**src/rtl/nn_row_window_pkg.sv**
```systemverilog
// Shared types, constants and mode lookups for the row-window block.
// Latency: none; constants and combinational helper functions only.
// Backpressure: not applicable.
package nn_pkg;

    localparam int ROW_WIDTH = 48;
    localparam int MAX_K     = 6;
    localparam int IDX_WIDTH = 16;

    localparam logic [1:0] NN_MODE_3X3 = 2'b00;
    localparam logic [1:0] NN_MODE_4X4 = 2'b01;
    localparam logic [1:0] NN_MODE_5X5 = 2'b10;
    localparam logic [1:0] NN_MODE_6X6 = 2'b11;

    typedef enum logic [1:0] {
        ST_IDLE  = 2'd0,
        ST_FILL  = 2'd1,
        ST_SLIDE = 2'd2
    } state_t;

    // Window height for a mode.
    function automatic logic [2:0] mode_k(input logic [1:0] mode);
        logic [2:0] k;
        case (mode)
            NN_MODE_3X3: k = 3'd3;
            NN_MODE_4X4: k = 3'd4;
            NN_MODE_5X5: k = 3'd5;
            default:     k = 3'd6;
        endcase
        return k;
    endfunction

    // Valid bytes per row for a mode (3x3 rows still carry 6 bytes).
    function automatic logic [2:0] mode_bytes(input logic [1:0] mode);
        logic [2:0] b;
        case (mode)
            NN_MODE_3X3: b = 3'd6;
            NN_MODE_4X4: b = 3'd4;
            NN_MODE_5X5: b = 3'd5;
            default:     b = 3'd6;
        endcase
        return b;
    endfunction

    // Byte-granular mask keeping only the low mode_bytes bytes of a row.
    function automatic logic [ROW_WIDTH-1:0] row_mask(input logic [1:0] mode);
        logic [ROW_WIDTH-1:0] m;
        m = '0;
        for (int b = 0; b < ROW_WIDTH / 8; b++) begin
            if (b < int'(mode_bytes(mode))) m[b*8 +: 8] = 8'hFF;
        end
        return m;
    endfunction

endpackage

```
**src/rtl/nn_row_window_if.sv**
```systemverilog
// Row-beat input and window output bundle of nn_row_window.
// Latency: wires only.
// Backpressure: beats have none; windows use o_win_valid / i_win_ready.
interface nn_row_window_if;
    import nn_pkg::*;

    logic [ROW_WIDTH-1:0]       i_buf_data;
    logic                       i_buf_ready;
    logic [MAX_K*ROW_WIDTH-1:0] o_win_data;
    logic                       o_win_valid;
    logic                       i_win_ready;
    logic [IDX_WIDTH-1:0]       o_win_idx;

    // master: the window block itself
    modport master (
        input  i_buf_data, i_buf_ready, i_win_ready,
        output o_win_data, o_win_valid, o_win_idx
    );

    // slave: read buffer + PE array side
    modport slave (
        output i_buf_data, i_buf_ready, i_win_ready,
        input  o_win_data, o_win_valid, o_win_idx
    );

endinterface

```
**src/rtl/nn_row_stack.sv**
```systemverilog
// Masked shift stack of the last K rows; new row enters slot K-1, slot 0 drops out.
// Latency: rows_nxt is the combinational next state (includes this cycle's beat).
// Backpressure: none; a shift happens on every asserted shift.
// Ports: i_clk/i_rst, clr (empty the stack), shift + din/mask/k (capture a row),
//        rows_nxt (stack contents after this cycle, slot 0 in the low bits).
module nn_row_stack
    import nn_pkg::*;
(
    input  logic                       i_clk,
    input  logic                       i_rst,
    input  logic                       clr,
    input  logic                       shift,
    input  logic [2:0]                 k,
    input  logic [ROW_WIDTH-1:0]       mask,
    input  logic [ROW_WIDTH-1:0]       din,
    output logic [MAX_K*ROW_WIDTH-1:0] rows_nxt
);

    logic [MAX_K*ROW_WIDTH-1:0] rows_q;
    logic [MAX_K*ROW_WIDTH-1:0] base;
    logic [MAX_K*ROW_WIDTH-1:0] shifted;

    // Clear is applied before the shift so a same-cycle beat becomes row 0.
    always_comb begin
        base     = clr ? '0 : rows_q;
        shifted  = base >> ROW_WIDTH;
        rows_nxt = base;
        if (shift) begin
            for (int i = 0; i < MAX_K; i++) begin
                if (i < int'(k) - 1)
                    rows_nxt[i*ROW_WIDTH +: ROW_WIDTH] = shifted[i*ROW_WIDTH +: ROW_WIDTH];
                else if (i == int'(k) - 1)
                    rows_nxt[i*ROW_WIDTH +: ROW_WIDTH] = din & mask;
                else
                    rows_nxt[i*ROW_WIDTH +: ROW_WIDTH] = '0;
            end
        end
    end

    always_ff @(posedge i_clk or negedge i_rst) begin
        if (!i_rst) rows_q <= '0;
        else        rows_q <= rows_nxt;
    end

endmodule

```
**src/rtl/nn_row_window.sv**
```systemverilog
// K-row vertical window generator with stride 1/2 feeding the PE array.
// Latency: window valid one cycle after the completing beat.
// Backpressure: beats cannot stall; an unaccepted window is overwritten and o_overflow sticks.
// Ports: i_clk/i_rst, i_frame_start/i_mode/i_stride (frame setup), bus (beats in,
//        windows out), o_overflow (sticky loss flag), o_busy (frame active).
// Build option NN_ROW_WINDOW_ZERO_PAD_EN: each frame starts with one zero row
// already in the stack, so the first window needs only K-1 beats.
module nn_row_window
    import nn_pkg::*;
(
    input  logic              i_clk,
    input  logic              i_rst,
    input  logic              i_frame_start,
    input  logic [1:0]        i_mode,
    input  logic              i_stride,
    nn_row_window_if.master   bus,
    output logic              o_overflow,
    output logic              o_busy
);

`ifdef NN_ROW_WINDOW_ZERO_PAD_EN
    localparam logic [2:0] ROW_CNT_START = 3'd1;
`else
    localparam logic [2:0] ROW_CNT_START = 3'd0;
`endif

    state_t               state_q, state_d, state_eff;
    logic [1:0]           mode_q, mode_eff;
    logic                 stride_q, stride_eff;
    logic [2:0]           row_cnt_q, row_cnt_d, row_cnt_eff;
    logic                 stride_cnt_q, stride_cnt_d, stride_cnt_eff;
    logic [IDX_WIDTH-1:0] win_cnt_q, win_cnt_eff;
    logic                 capture;
    logic                 emit;
    logic [MAX_K*ROW_WIDTH-1:0] rows_nxt;

    // A frame start resets the frame context first; the rest of the cycle
    // (including a coincident beat) then runs against that fresh context.
    always_comb begin
        mode_eff       = i_frame_start ? i_mode        : mode_q;
        stride_eff     = i_frame_start ? i_stride      : stride_q;
        state_eff      = i_frame_start ? ST_FILL       : state_q;
        row_cnt_eff    = i_frame_start ? ROW_CNT_START : row_cnt_q;
        stride_cnt_eff = i_frame_start ? 1'b0          : stride_cnt_q;
        win_cnt_eff    = i_frame_start ? '0            : win_cnt_q;

        capture      = (state_eff != ST_IDLE) && bus.i_buf_ready;
        state_d      = state_eff;
        row_cnt_d    = row_cnt_eff;
        stride_cnt_d = stride_cnt_eff;
        emit         = 1'b0;

        if (capture) begin
            case (state_eff)
                ST_FILL: begin
                    row_cnt_d = row_cnt_eff + 3'd1;
                    if (row_cnt_eff + 3'd1 == mode_k(mode_eff)) begin
                        emit    = 1'b1;
                        state_d = ST_SLIDE;
                    end
                end
                ST_SLIDE: begin
                    // stride 2: first further beat arms, second emits
                    if (!stride_eff || stride_cnt_eff) begin
                        emit         = 1'b1;
                        stride_cnt_d = 1'b0;
                    end else begin
                        stride_cnt_d = 1'b1;
                    end
                end
                default: ;
            endcase
        end
    end

    nn_row_stack u_stack (
        .i_clk    (i_clk),
        .i_rst    (i_rst),
        .clr      (i_frame_start),
        .shift    (capture),
        .k        (mode_k(mode_eff)),
        .mask     (row_mask(mode_eff)),
        .din      (bus.i_buf_data),
        .rows_nxt (rows_nxt)
    );

    always_ff @(posedge i_clk or negedge i_rst) begin
        if (!i_rst) state_q <= ST_IDLE;
        else        state_q <= state_d;
    end

    always_ff @(posedge i_clk or negedge i_rst) begin
        if (!i_rst) begin
            mode_q          <= '0;
            stride_q        <= 1'b0;
            row_cnt_q       <= '0;
            stride_cnt_q    <= 1'b0;
            win_cnt_q       <= '0;
            bus.o_win_data  <= '0;
            bus.o_win_valid <= 1'b0;
            bus.o_win_idx   <= '0;
            o_overflow      <= 1'b0;
        end else begin
            mode_q       <= mode_eff;
            stride_q     <= stride_eff;
            row_cnt_q    <= row_cnt_d;
            stride_cnt_q <= stride_cnt_d;
            win_cnt_q    <= win_cnt_eff;
            if (i_frame_start) begin
                bus.o_win_idx <= '0;
                o_overflow    <= 1'b0;
            end
            // A pending window survives a frame start; only i_win_ready or a
            // newer window retires it.
            if (emit) begin
                if (bus.o_win_valid && !bus.i_win_ready) o_overflow <= 1'b1;
                bus.o_win_data  <= rows_nxt;
                bus.o_win_valid <= 1'b1;
                bus.o_win_idx   <= win_cnt_eff;
                win_cnt_q       <= win_cnt_eff + 1'b1;
            end else if (bus.i_win_ready) begin
                bus.o_win_valid <= 1'b0;
            end
        end
    end

    assign o_busy = (state_q != ST_IDLE);

endmodule

```
**src/flat_wrapper.sv**
```systemverilog
// flat-port wrapper written by rule: the top's interface ports become plain ports
module nn_row_window_flat import nn_pkg::*;
  (i_clk, i_rst, i_frame_start, i_mode, i_stride, o_overflow, o_busy, bus_i_buf_data, bus_i_buf_ready, bus_i_win_ready, bus_o_win_data, bus_o_win_valid, bus_o_win_idx);
  nn_row_window_if bus_i ();
  input  logic i_clk;
  input  logic i_rst;
  input  logic i_frame_start;
  input  logic [1:0] i_mode;
  input  logic i_stride;
  output logic o_overflow;
  output logic o_busy;
  input wire logic [$bits(bus_i.i_buf_data)-1:0] bus_i_buf_data;
  input wire logic [$bits(bus_i.i_buf_ready)-1:0] bus_i_buf_ready;
  input wire logic [$bits(bus_i.i_win_ready)-1:0] bus_i_win_ready;
  output wire logic [$bits(bus_i.o_win_data)-1:0] bus_o_win_data;
  output wire logic [$bits(bus_i.o_win_valid)-1:0] bus_o_win_valid;
  output wire logic [$bits(bus_i.o_win_idx)-1:0] bus_o_win_idx;
  assign bus_i.i_buf_data = bus_i_buf_data;
  assign bus_i.i_buf_ready = bus_i_buf_ready;
  assign bus_i.i_win_ready = bus_i_win_ready;
  assign bus_o_win_data = bus_i.o_win_data;
  assign bus_o_win_valid = bus_i.o_win_valid;
  assign bus_o_win_idx = bus_i.o_win_idx;
  nn_row_window u_core (.i_clk(i_clk), .i_rst(i_rst), .i_frame_start(i_frame_start), .i_mode(i_mode), .i_stride(i_stride), .bus(bus_i), .o_overflow(o_overflow), .o_busy(o_busy));
endmodule
```
**config.mk**
```make
export PLATFORM = sky130hd
export DESIGN_NAME = nn_row_window_flat
export DESIGN_NICKNAME = d
export VERILOG_FILES = /design/src/rtl/nn_row_window_pkg.sv /design/src/rtl/nn_row_window_if.sv /design/src/rtl/nn_row_stack.sv /design/src/rtl/nn_row_window.sv /design/src/flat_wrapper.sv
export SDC_FILE = /design/constraint.sdc
export NUM_CORES = 1
export LEC_CHECK = 0
export ABC_AREA = 0
export BUFFER_PORTS_ARGS = -buffer_cell sky130_fd_sc_hd__buf_2
export CAP_MARGIN = 20
export CORE_MARGIN = 2
export CORE_UTILIZATION = 50
export CTS_BUF_LIST = sky130_fd_sc_hd__clkbuf_4
export DETAILED_ROUTE_END_ITERATION = 6
export PLACE_DENSITY = 0.68
export SLEW_MARGIN = 30
export SYNTH_ARGS = -nofsm -noshare
export SYNTH_HDL_FRONTEND = slang
export SYNTH_SLANG_ARGS = --single-unit
export TNS_END_PERCENT = 50
```
**constraint.sdc**
```tcl
create_clock -name i_clk -period 5.3 [get_ports i_clk]
set_clock_uncertainty 0.15 [all_clocks]
set_input_delay 0.53 -clock i_clk [delete_from_list [all_inputs] [get_ports i_clk]]
set_output_delay 0.53 -clock i_clk [all_outputs]
set_load 0.01 [all_outputs]
```
# Word level (Yosys, flattened, before mapping)

Index checks and enable logic that the tools add are counted.
W data, S select, Z words.

Flip-flop bits (word level): 619
Bits of input ports: 56
Output and inout port bits: 307
Logic and storage cells: 98

Add/sub/neg operators: 3
$lt $le $gt $ge: 12
Equal/unequal tests: 10
Mux-type cells: 50
Bitwise logic cells: 1
Reductions and logical operators: 11

Operators with widths:

| operator                | number |
|---|---|
| $mux W288               | 2 |
| $mux W48                | 12 |
| $mux W16                | 4 |
| $and A48 B48 Y48        | 1 |
| $mux W8                 | 6 |
| $logic_not A32 Y1       | 1 |
| $add A16 B1 Y16 const B | 1 |
| $mux W3                 | 5 |
| $mux W1                 | 13 |
| $mux W2                 | 5 |
| $pmux W3 S3             | 1 |
| $eq A3 B4 Y1 const A    | 2 |
| $eq A4 B4 Y1 const A    | 2 |
| $lt A3 B4 Y1 const A    | 2 |
| $lt A4 B4 Y1 const A    | 2 |
| $reduce_bool A2 Y1      | 4 |
| $lt A1 B3 Y1 const A    | 2 |
| $lt A2 B3 Y1 const A    | 2 |
| $lt A3 B3 Y1 const A    | 2 |
| $eq A2 B1 Y1 const B    | 2 |
| $eq A2 B2 Y1 const B    | 2 |
| $eq A2 B4 Y1 const A    | 1 |
| $lt A1 B4 Y1 const A    | 1 |
| $lt A2 B4 Y1 const A    | 1 |
| other kinds (9)         | 11 |

# Logic depth before layout (Yosys ltp)

Gate-level depths: netlist of run 1.

Word-level depth: 10
Gate-level depth with buffers: 18
Depth with buffers taken out: 10

# Hierarchy

A second synthesis of run 1 with hierarchy kept.

Cell total of the unflattened synthesis: 1971
Area, all modules: 25543.2 sq um

Modules (own cells, without submodules):

| module        | instances | cells each | area each (sq um) | sequential area each (sq um) |
|---|---|---|---|---|
| nn_row_window | 1         | 824        | 12990.0           | 8282.9 |
| nn_row_stack  | 1         | 1147       | 12553.3           | 7206.9 |

# Worst setup path before layout of run 1

Ideal clock, no wire load.

Path kind: input to register
Start point: in i_frame_start
End point: reg u_core.bus.o_win_data[100]
Setup time: 125 ps
Arrival time: 3661 ps
Required time: 5025 ps
Path slack: 1364 ps
Stages on the path: 16
Path buffers: 8
Path through: buf_2 buf_2 buf_2 clkbuf_1 clkbuf_1 a21oi_1 ha_1 xnor2_1 a21oi_1 a31oi_4 nand2b_1 buf_4 inv_4 buf_6 buf_6 mux2_4

Word-level cells in the longest chain between the ends: 9
Elaborated cells on any way between the ends: 34
Those cells by class: add/sub: 2; order compare: 2; eq/ne: 6; mux: 18; bitwise: 1; reduce/logical: 5

RTL lines:

| what                                                                  | line                   | RTL |
|---|---|---|
| from (decl)                                                           | flat_wrapper.sv:7      | `input logic i_frame_start;` |
| parallel branches: the longest is 9 deep, another holds $sub A3 B1 Y4 | n/a                    |  |
| to (signal assigned)                                                  | nn_row_window.sv:117   | `bus.o_win_data <= rows_nxt;` |
| to (decl)                                                             | nn_row_window_if.sv:17 | `output o_win_data, o_win_valid, o_win_idx` |

Several ways; the timed one is not identified. The select of a mux whose other input is x is not followed.
A chain may end at the register's enable or synchronous reset.

# Final worst setup path of run 1

Start point: in i_frame_start
End point: reg u_core.bus.o_win_data[278]

Word-level cells in the longest chain between the ends: 9
Elaborated cells on any way between the ends: 34
Those cells by class: add/sub: 2; order compare: 2; eq/ne: 6; mux: 18; bitwise: 1; reduce/logical: 5

RTL lines:

| what                                                                  | line                | RTL |
|---|---|---|
| $mux W2 (*)                                                           | nn_row_window.sv:40 | `mode_eff = i_frame_start ? i_mode : mode_q;` |
| net u_core.mode_eff[0]                                                | nn_row_window.sv:28 | `logic [1:0] mode_q, mode_eff;` |
| parallel branches: the longest is 8 deep, another holds $sub A3 B1 Y4 | n/a                 |  |

Mark *: on every way through the listed nets, which the timed path passes. The select of a mux whose other input is x is not followed.

==> results of run 1 <==
==> power breakdown <==
part | leakage, nW | switching (mW) | total, mW | internal (mW)
clock | 1.21 | 1.97 | 4.20 | 2.23
combinational | 5.73 | 1.47 | 2.80 | 1.33
sequential | 8.45 | 0.496 | 5.92 | 5.42
==> synth_stat cells, types with 4 or more instances <==
| cell | count | area (µm²) |
|---|---|---|
| dfrtp_1 | 619 | 15500 |
| nand2_1 | 320 | 1200 |
| mux2_4 | 200 | 3000 |
| a21oi_1 | 188 | 941 |
| clkbuf_1 | 120 | 450 |
| o21ai_0 | 114 | 571 |
| mux2_2 | 84 | 946 |
| nor2_1 | 75 | 282 |
| nand3_1 | 61 | 305 |
| a22oi_1 | 48 | 360 |
| nor2b_1 | 41 | 257 |
| a221oi_1 | 32 | 280 |
| a22o_1 | 32 | 280 |
| buf_6 | 24 | 270 |
| buf_2 | 18 | 90.1 |
| a32oi_1 | 16 | 140 |
| and3_1 | 16 | 100 |
| o22ai_1 | 16 | 100 |
| ha_1 | 12 | 150 |
| a31o_2 | 11 | 96.3 |
| nor3_1 | 11 | 55.1 |
| mux2_1 | 9 | 101 |
| o21ai_1 | 9 | 45.0 |
| or4_1 | 8 | 60.1 |
| inv_1 | 7 | 26.3 |
| nand2b_1 | 7 | 43.8 |
| buf_1 | 6 | 22.5 |
| o31ai_1 | 6 | 45.0 |
| nand4_1 | 5 | 31.3 |
| xnor2_1 | 5 | 43.8 |
| and2_1 | 4 | 25.0 |
| nand3b_1 | 4 | 30.0 |
==> stage by stage <==
stage                     area (µm²)  power, mW  util (%)  hold slack (ns)  worst slack (ns)
after floorplan                26100       7.53         -           0.0844              1.36
after global placement         28400       8.68      55.2            0.314              1.00
after detailed placement       28400       8.75      55.2            0.327             0.914
after CTS                      31000       13.0      60.4           0.0896              1.40
after global routing           31000       13.6      60.4            0.173              1.21
final                          31100       12.9      60.4            0.227              1.32
==> logic make-up (layout without fill, tap and decap cells) <==
kind of cell             Yosys count  in the layout
AO/OA/AOI/OAI                    480            480
XOR/XNOR                           8              8
adder cells (fa/ha/maj)           12             12
buffers and inverters            178            738
flip-flops                       619            619
multiplexers                     295            295
other                              0              8
AND/OR/NAND/NOR                  564            564
==> sequential cells by signal, summed over array words and instances (netlist names), 2 cells and up <==
signal                 count
u_core.bus.o_win_data    288
u_core.row_cnt_q           3
u_core.bus.o_win_idx      16
u_core.mode_q              2
u_core.state_q             2
u_core.u_stack.rows_q    288
u_core.win_cnt_q          16
==> final cells by class <==
| cell class | count | area (µm²) |
|---|---|---|
| Sequential cell | 619 | 15500 |
| Antenna cell | 8 | 20.0 |
| Multi-Input combinational cell | 1359 | 9770 |
| Fill cell | 4213 | 20400 |
| Clock buffer | 231 | 1730 |
| Inverter | 9 | 51.3 |
| Tap cell | 680 | 851 |
| Timing Repair Buffer | 457 | 2840 |
| Clock inverter | 41 | 298 |
==> layer usage <==
layer / up-vias / wire length [µm] / GRT usage [%]
li1: 8598 / - / -
met1: 9604 / 32900 / 39.4
met2: 745 / 31800 / 38.0
met3: 156 / 5090 / 7.11
met4: 6 / 2300 / 11.9
met5: - / 42 / 0
==> worst reg2reg max path: stages (launching register included) <==
cell	delay, ns
dfrtp_1	0.38
mux2_2	0.36
inv_1	0.13
ha_1	0.33
xnor2_1	0.17
a21oi_1	0.29
a31oi_4	0.12
nand2b_1	0.33
inv_16	0.52
buf_4	0.44
mux2_1	0.37
==> final timing paths <==
kind,slack (ns),to,start,cells after the start
max,1.32,u_core.bus.o_win_data[278]$_DFFE_PN0P_,i_frame_start,12
min,0.23,u_core.bus.o_win_valid$_DFFE_PN0P_,bus_i_win_ready,4
max reg2reg,1.57,u_core.bus.o_win_data[278]$_DFFE_PN0P_,u_core.mode_q[0]$_DFF_PN0_,10
min reg2reg,0.34,u_core.bus.o_win_data[281]$_DFFE_PN0P_,u_core.bus.o_win_data[281]$_DFFE_PN0P_,1
max in group asynchronous,3.21,u_core.bus.o_win_data[15]$_DFFE_PN0P_,i_rst,4
min in group asynchronous,0.48,u_core.u_stack.rows_q[180]$_DFF_PN0_,i_rst,3
==> impl_metrics.yaml, run 1 <==
clock_tree:
  htreeDepth: 4
  clk_latency_ns: 1.02
  cts_made_buffers: 160
  ctsHoldBuffers: 63
  clk_path_buf_depth: 3
  cts_resized: 0
  root_buffer: "clkbuf_4"
  cts_tree: "yes"
  cts.sinks: 619
  cts.reportedPaths.clkPinSlew_ns: 0.06
  post_cts_buffers: 0
drt:
  via_per_inst: 5.61
  route.detailed.drc: 0
  avgRoutedWirePerCell_um: 21.2
  drtPass1Iterations: 5
  drt_iter0_markers: 1621
  vias: 19100
  ant_nets: 0
  wl_um: 72200
die:
  start_util_pct: 50.7
  die_h_um: 232
  die_w_um: 232
  coreArea_um2: 51400
  io_pins: 363
  die-area_um2: 54000
  row_count: 83
logic_synthesis:
  yosys_register_bits: 619
  synth_edf_count: 0
  synth_top_family_by_area: "multiplexers"
  synth-compound-area-share_pct: 11.2
  async_reset_ff_share_pct: 100
  synth-adder-area-share_pct: 0.576
  muxShareOfSynthArea_pct: 15.6
  synthCells: 2156
  seq_area_frac_synth_pct: 59.4
  synth_xor_area_share_pct: 0.298
  syn_area_per_cell_um2: 12.1
  syn_nets: 2224
  syn_area_um2: 26100
  yosys_warnings: 0
  yosys.area_share.simple_pct: 9.48
  synthDistinctLibCells: 50
  synthFlopType: "dfrtp_1"
power_and_ir_drop:
  p_leak_nw: 15.4
  powerDensity_nw_per_um2: 416
  irDropWorstVdd_mv: 0.277
placed_design:
  gp_congestion: 0.853
  post-place-cells: 3061
  port_buffers: 362
  dpl.hpwl_um: 46200
timing:
  relSlewSlack_pct: 42.9
  period_share_pct: 75.0
  grt_setup_unrepaired: "false"
  tightest_slew_ns: 0.854
  fmax_mhz: 251
  post-route-min-period_ns: 3.98
  finalHoldViolCount: 0
  setup_viol_count_final: 0
  fin_tns_setup_ns: 0
  final_max_slew_viol_count: 0
cells_and_area:
  final_common_cell: "dfrtp_1"
  drive_above_1_share_pct: 35.1
  area_growth_syn_to_layout_pct: 19.1
  final_cell_mix: "619 x dfrtp_1, 360 x buf_2, 320 x nand2_1"
  nets: 2674
  stdcell_count: 3404
grt:
  overflow: 0
  antenna_found_initial: 6
  grt_pass1_wl_um: 112000
  grt_util_all_layers_pct: 27.1
  grt_max_degree: 178
  grt_pass1_vias: 19200
worst_setup_path:
  cp_cell_sequence: "dlygate4sd3_1 > buf_6 > mux2_2 > inv_1 > ha_1 > xnor2_1 > a21oi_1 > a31oi_4 > nand2b_1 > inv_16 > buf_4 > mux2_1"
  crit_buf_inv: 5
  worst_ep_arrival_time_ns: 4.70
  worstPathRequired_ns: 6.02
  start_kind: "input port"
  slowest_stage: "dlygate4sd3_1"
  cp_top_family: "buffers and inverters"
  slowest_delay_ns: 0.58
  path_class: "in -> reg"
  worstSetupEndpointType: "flip-flop"
  critPathMaxFanout: 99
run_status:
  outcome: "finished, final reports clean"
worst_hold_path:
  hold_class: "in -> reg"
job:
  cap_violations: 0
(Power assumes the default switching activity.)
==> run 2: changes to the inputs <==
- PLACE_DENSITY: 0.68 -> 0.71
- clock period: 5.3 -> 3.3 ns (I/O delays scaled with it)
==> impl_metrics.yaml, run 2 (synthesis gave the netlist of run 1 again) <==
timing:
  fmax_mhz: 327
  fin_tns_setup_ns: 0
  tightest_slew_ns: 0.913
  grt_setup_unrepaired: "false"
  relSlewSlack_pct: 39.1
  fin_ws_ns: 0.240
  post-route-min-period_ns: 3.06
  finalHoldViolCount: 0
  fin_hold_ws_ns: 0.0897
  period_share_pct: 92.7
  setup_viol_count_final: 0
  final_max_slew_viol_count: 0
placed_design:
  dpl.hpwl_um: 48200
  placed_cell_area_um2: 28800
  place_ws_ns: 0.138
  post-place-cells: 3097
  gp_congestion: 0.870
  port_buffers: 362
drt:
  route.detailed.drc: 0
  wl_um: 74800
  drt_iter0_markers: 1816
  avgRoutedWirePerCell_um: 21.6
  ant_nets: 0
  vias: 19600
  via_per_inst: 5.68
  drtPass1Iterations: 7
worst_setup_path:
  worst_path_most_repeated_cell: "mux2_2"
  worstPathRequired_ns: 3.99
  cp_cell_sequence: "mux2_2 > inv_1 > ha_4 > xnor2_1 > a21oi_2 > a31oi_4 > nand2b_1 > inv_16 > buf_12 > mux2_2"
  worst_ep_arrival_time_ns: 3.75
  start_kind: "flip-flop"
  critPathMaxFanout: 40
  slowest_delay_ns: 0.38
  slowest_stage: "dfrtp_1"
  path_class: "reg -> reg"
  worstSetupEndpointType: "flip-flop"
clock_tree:
  cts_made_buffers: 159
  htreeDepth: 4
  cts_tree: "yes"
  clk_path_buf_depth: 3
  root_buffer: "clkbuf_4"
  clk_latency_ns: 0.98
  cts.reportedPaths.clkPinSlew_ns: 0.06
  cts_resized: 0
  cts.sinks: 619
cells_and_area:
  top_regs: "u_core.bus.o_win_data x288, u_core.u_stack.rows_q x288"
  area_growth_syn_to_layout_pct: 21.9
  final_cell_mix: "619 x dfrtp_1, 360 x buf_2, 320 x nand2_1"
  final_core_util_pct: 61.8
  design_area_um2: 31800
  fill_cells: 4042
  final_common_cell: "dfrtp_1"
  nets: 2746
  drive_above_1_share_pct: 35.7
  stdcell_count: 3454
grt:
  antenna_found_initial: 6
  grt_util_all_layers_pct: 28.0
  overflow: 0
  grt_pass1_vias: 19900
  grt_max_degree: 122
  grt_pass1_wl_um: 116000
power_and_ir_drop:
  powerDensity_nw_per_um2: 655
  irDropWorstVdd_mv: 0.396
  p_leak_nw: 15.7
  total_power_mw: 20.8
die:
  start_util_pct: 50.7
  coreArea_um2: 51400
  die-area_um2: 54000
  die_h_um: 232
  die_w_um: 232
  row_count: 83
  io_pins: 363
job:
  cap_violations: 0
worst_hold_path:
  hold_class: "in -> reg"
run_status:
  outcome: "finished, final reports clean"
[run 2: power breakdown]
part	leakage (nW)	internal [mW]	total, mW	switching [mW]
Clock	1.17	3.56	6.62	3.06
Combinational	6.10	2.24	4.62	2.38
Sequential	8.45	8.71	9.59	0.885
Total	15.7	14.5	20.8	6.32
[run 2: area by class of cell]
cell class                 count  area (µm²)  share of cell area [%]
tap                          680         851                    2.68
inverter                       9        51.3                   0.161
multi-input combinational   1359        9800                    30.8
clock inverter                21         219                   0.689
clock buffer                 232        1740                    5.48
sequential                   619       15500                    48.7
timing repair buffer         530        3630                    11.4
antenna                        4        10.0                  0.0315
[run 2: critical path, delay by kind of cell, from the launching register on]
kind | cells | cell delay [ns]
fa+ha+maj | 1 | 0.25
compound gates | 2 | 0.28
xor+xnor | 1 | 0.15
flops | 1 | 0.38
buf+inv | 3 | 0.72
mux | 2 | 0.64
simple gates | 1 | 0.33
[run 2: metal layers]
layer	vias up	track usage [%]	wire (µm)
met5	-	0	26
met3	184	9.06	6370
li1	8697	-	-
met4	4	12.3	2480
met1	9902	38.7	32200
met2	838	40.6	33700
[run 2: final timing paths]
kind	from	end	slack, ns	depth (start not counted)
max in group asynchronous	i_rst	u_core.u_stack.rows_q[162]$_DFF_PN0_	2.02	5
worst max-delay path	u_core.mode_q[0]$_DFF_PN0_	u_core.bus.o_win_data[14]$_DFFE_PN0P_	0.24	10
worst min-delay path	bus_i_buf_data[6]	u_core.u_stack.rows_q[150]$_DFF_PN0_	0.09	4
worst min register to register	u_core.bus.o_win_data[283]$_DFFE_PN0P_	u_core.bus.o_win_data[283]$_DFFE_PN0P_	0.34	1
min in group asynchronous	i_rst	u_core.bus.o_win_data[257]$_DFFE_PN0P_	0.45	4
worst max register to register	u_core.mode_q[0]$_DFF_PN0_	u_core.bus.o_win_data[14]$_DFFE_PN0P_	0.24	10
[run 2: timing repair]
item / CTS / global route
hold buffers: 100 / 0
setup buffers: 0 / 0
hold endpoints to repair: 1073 / 0
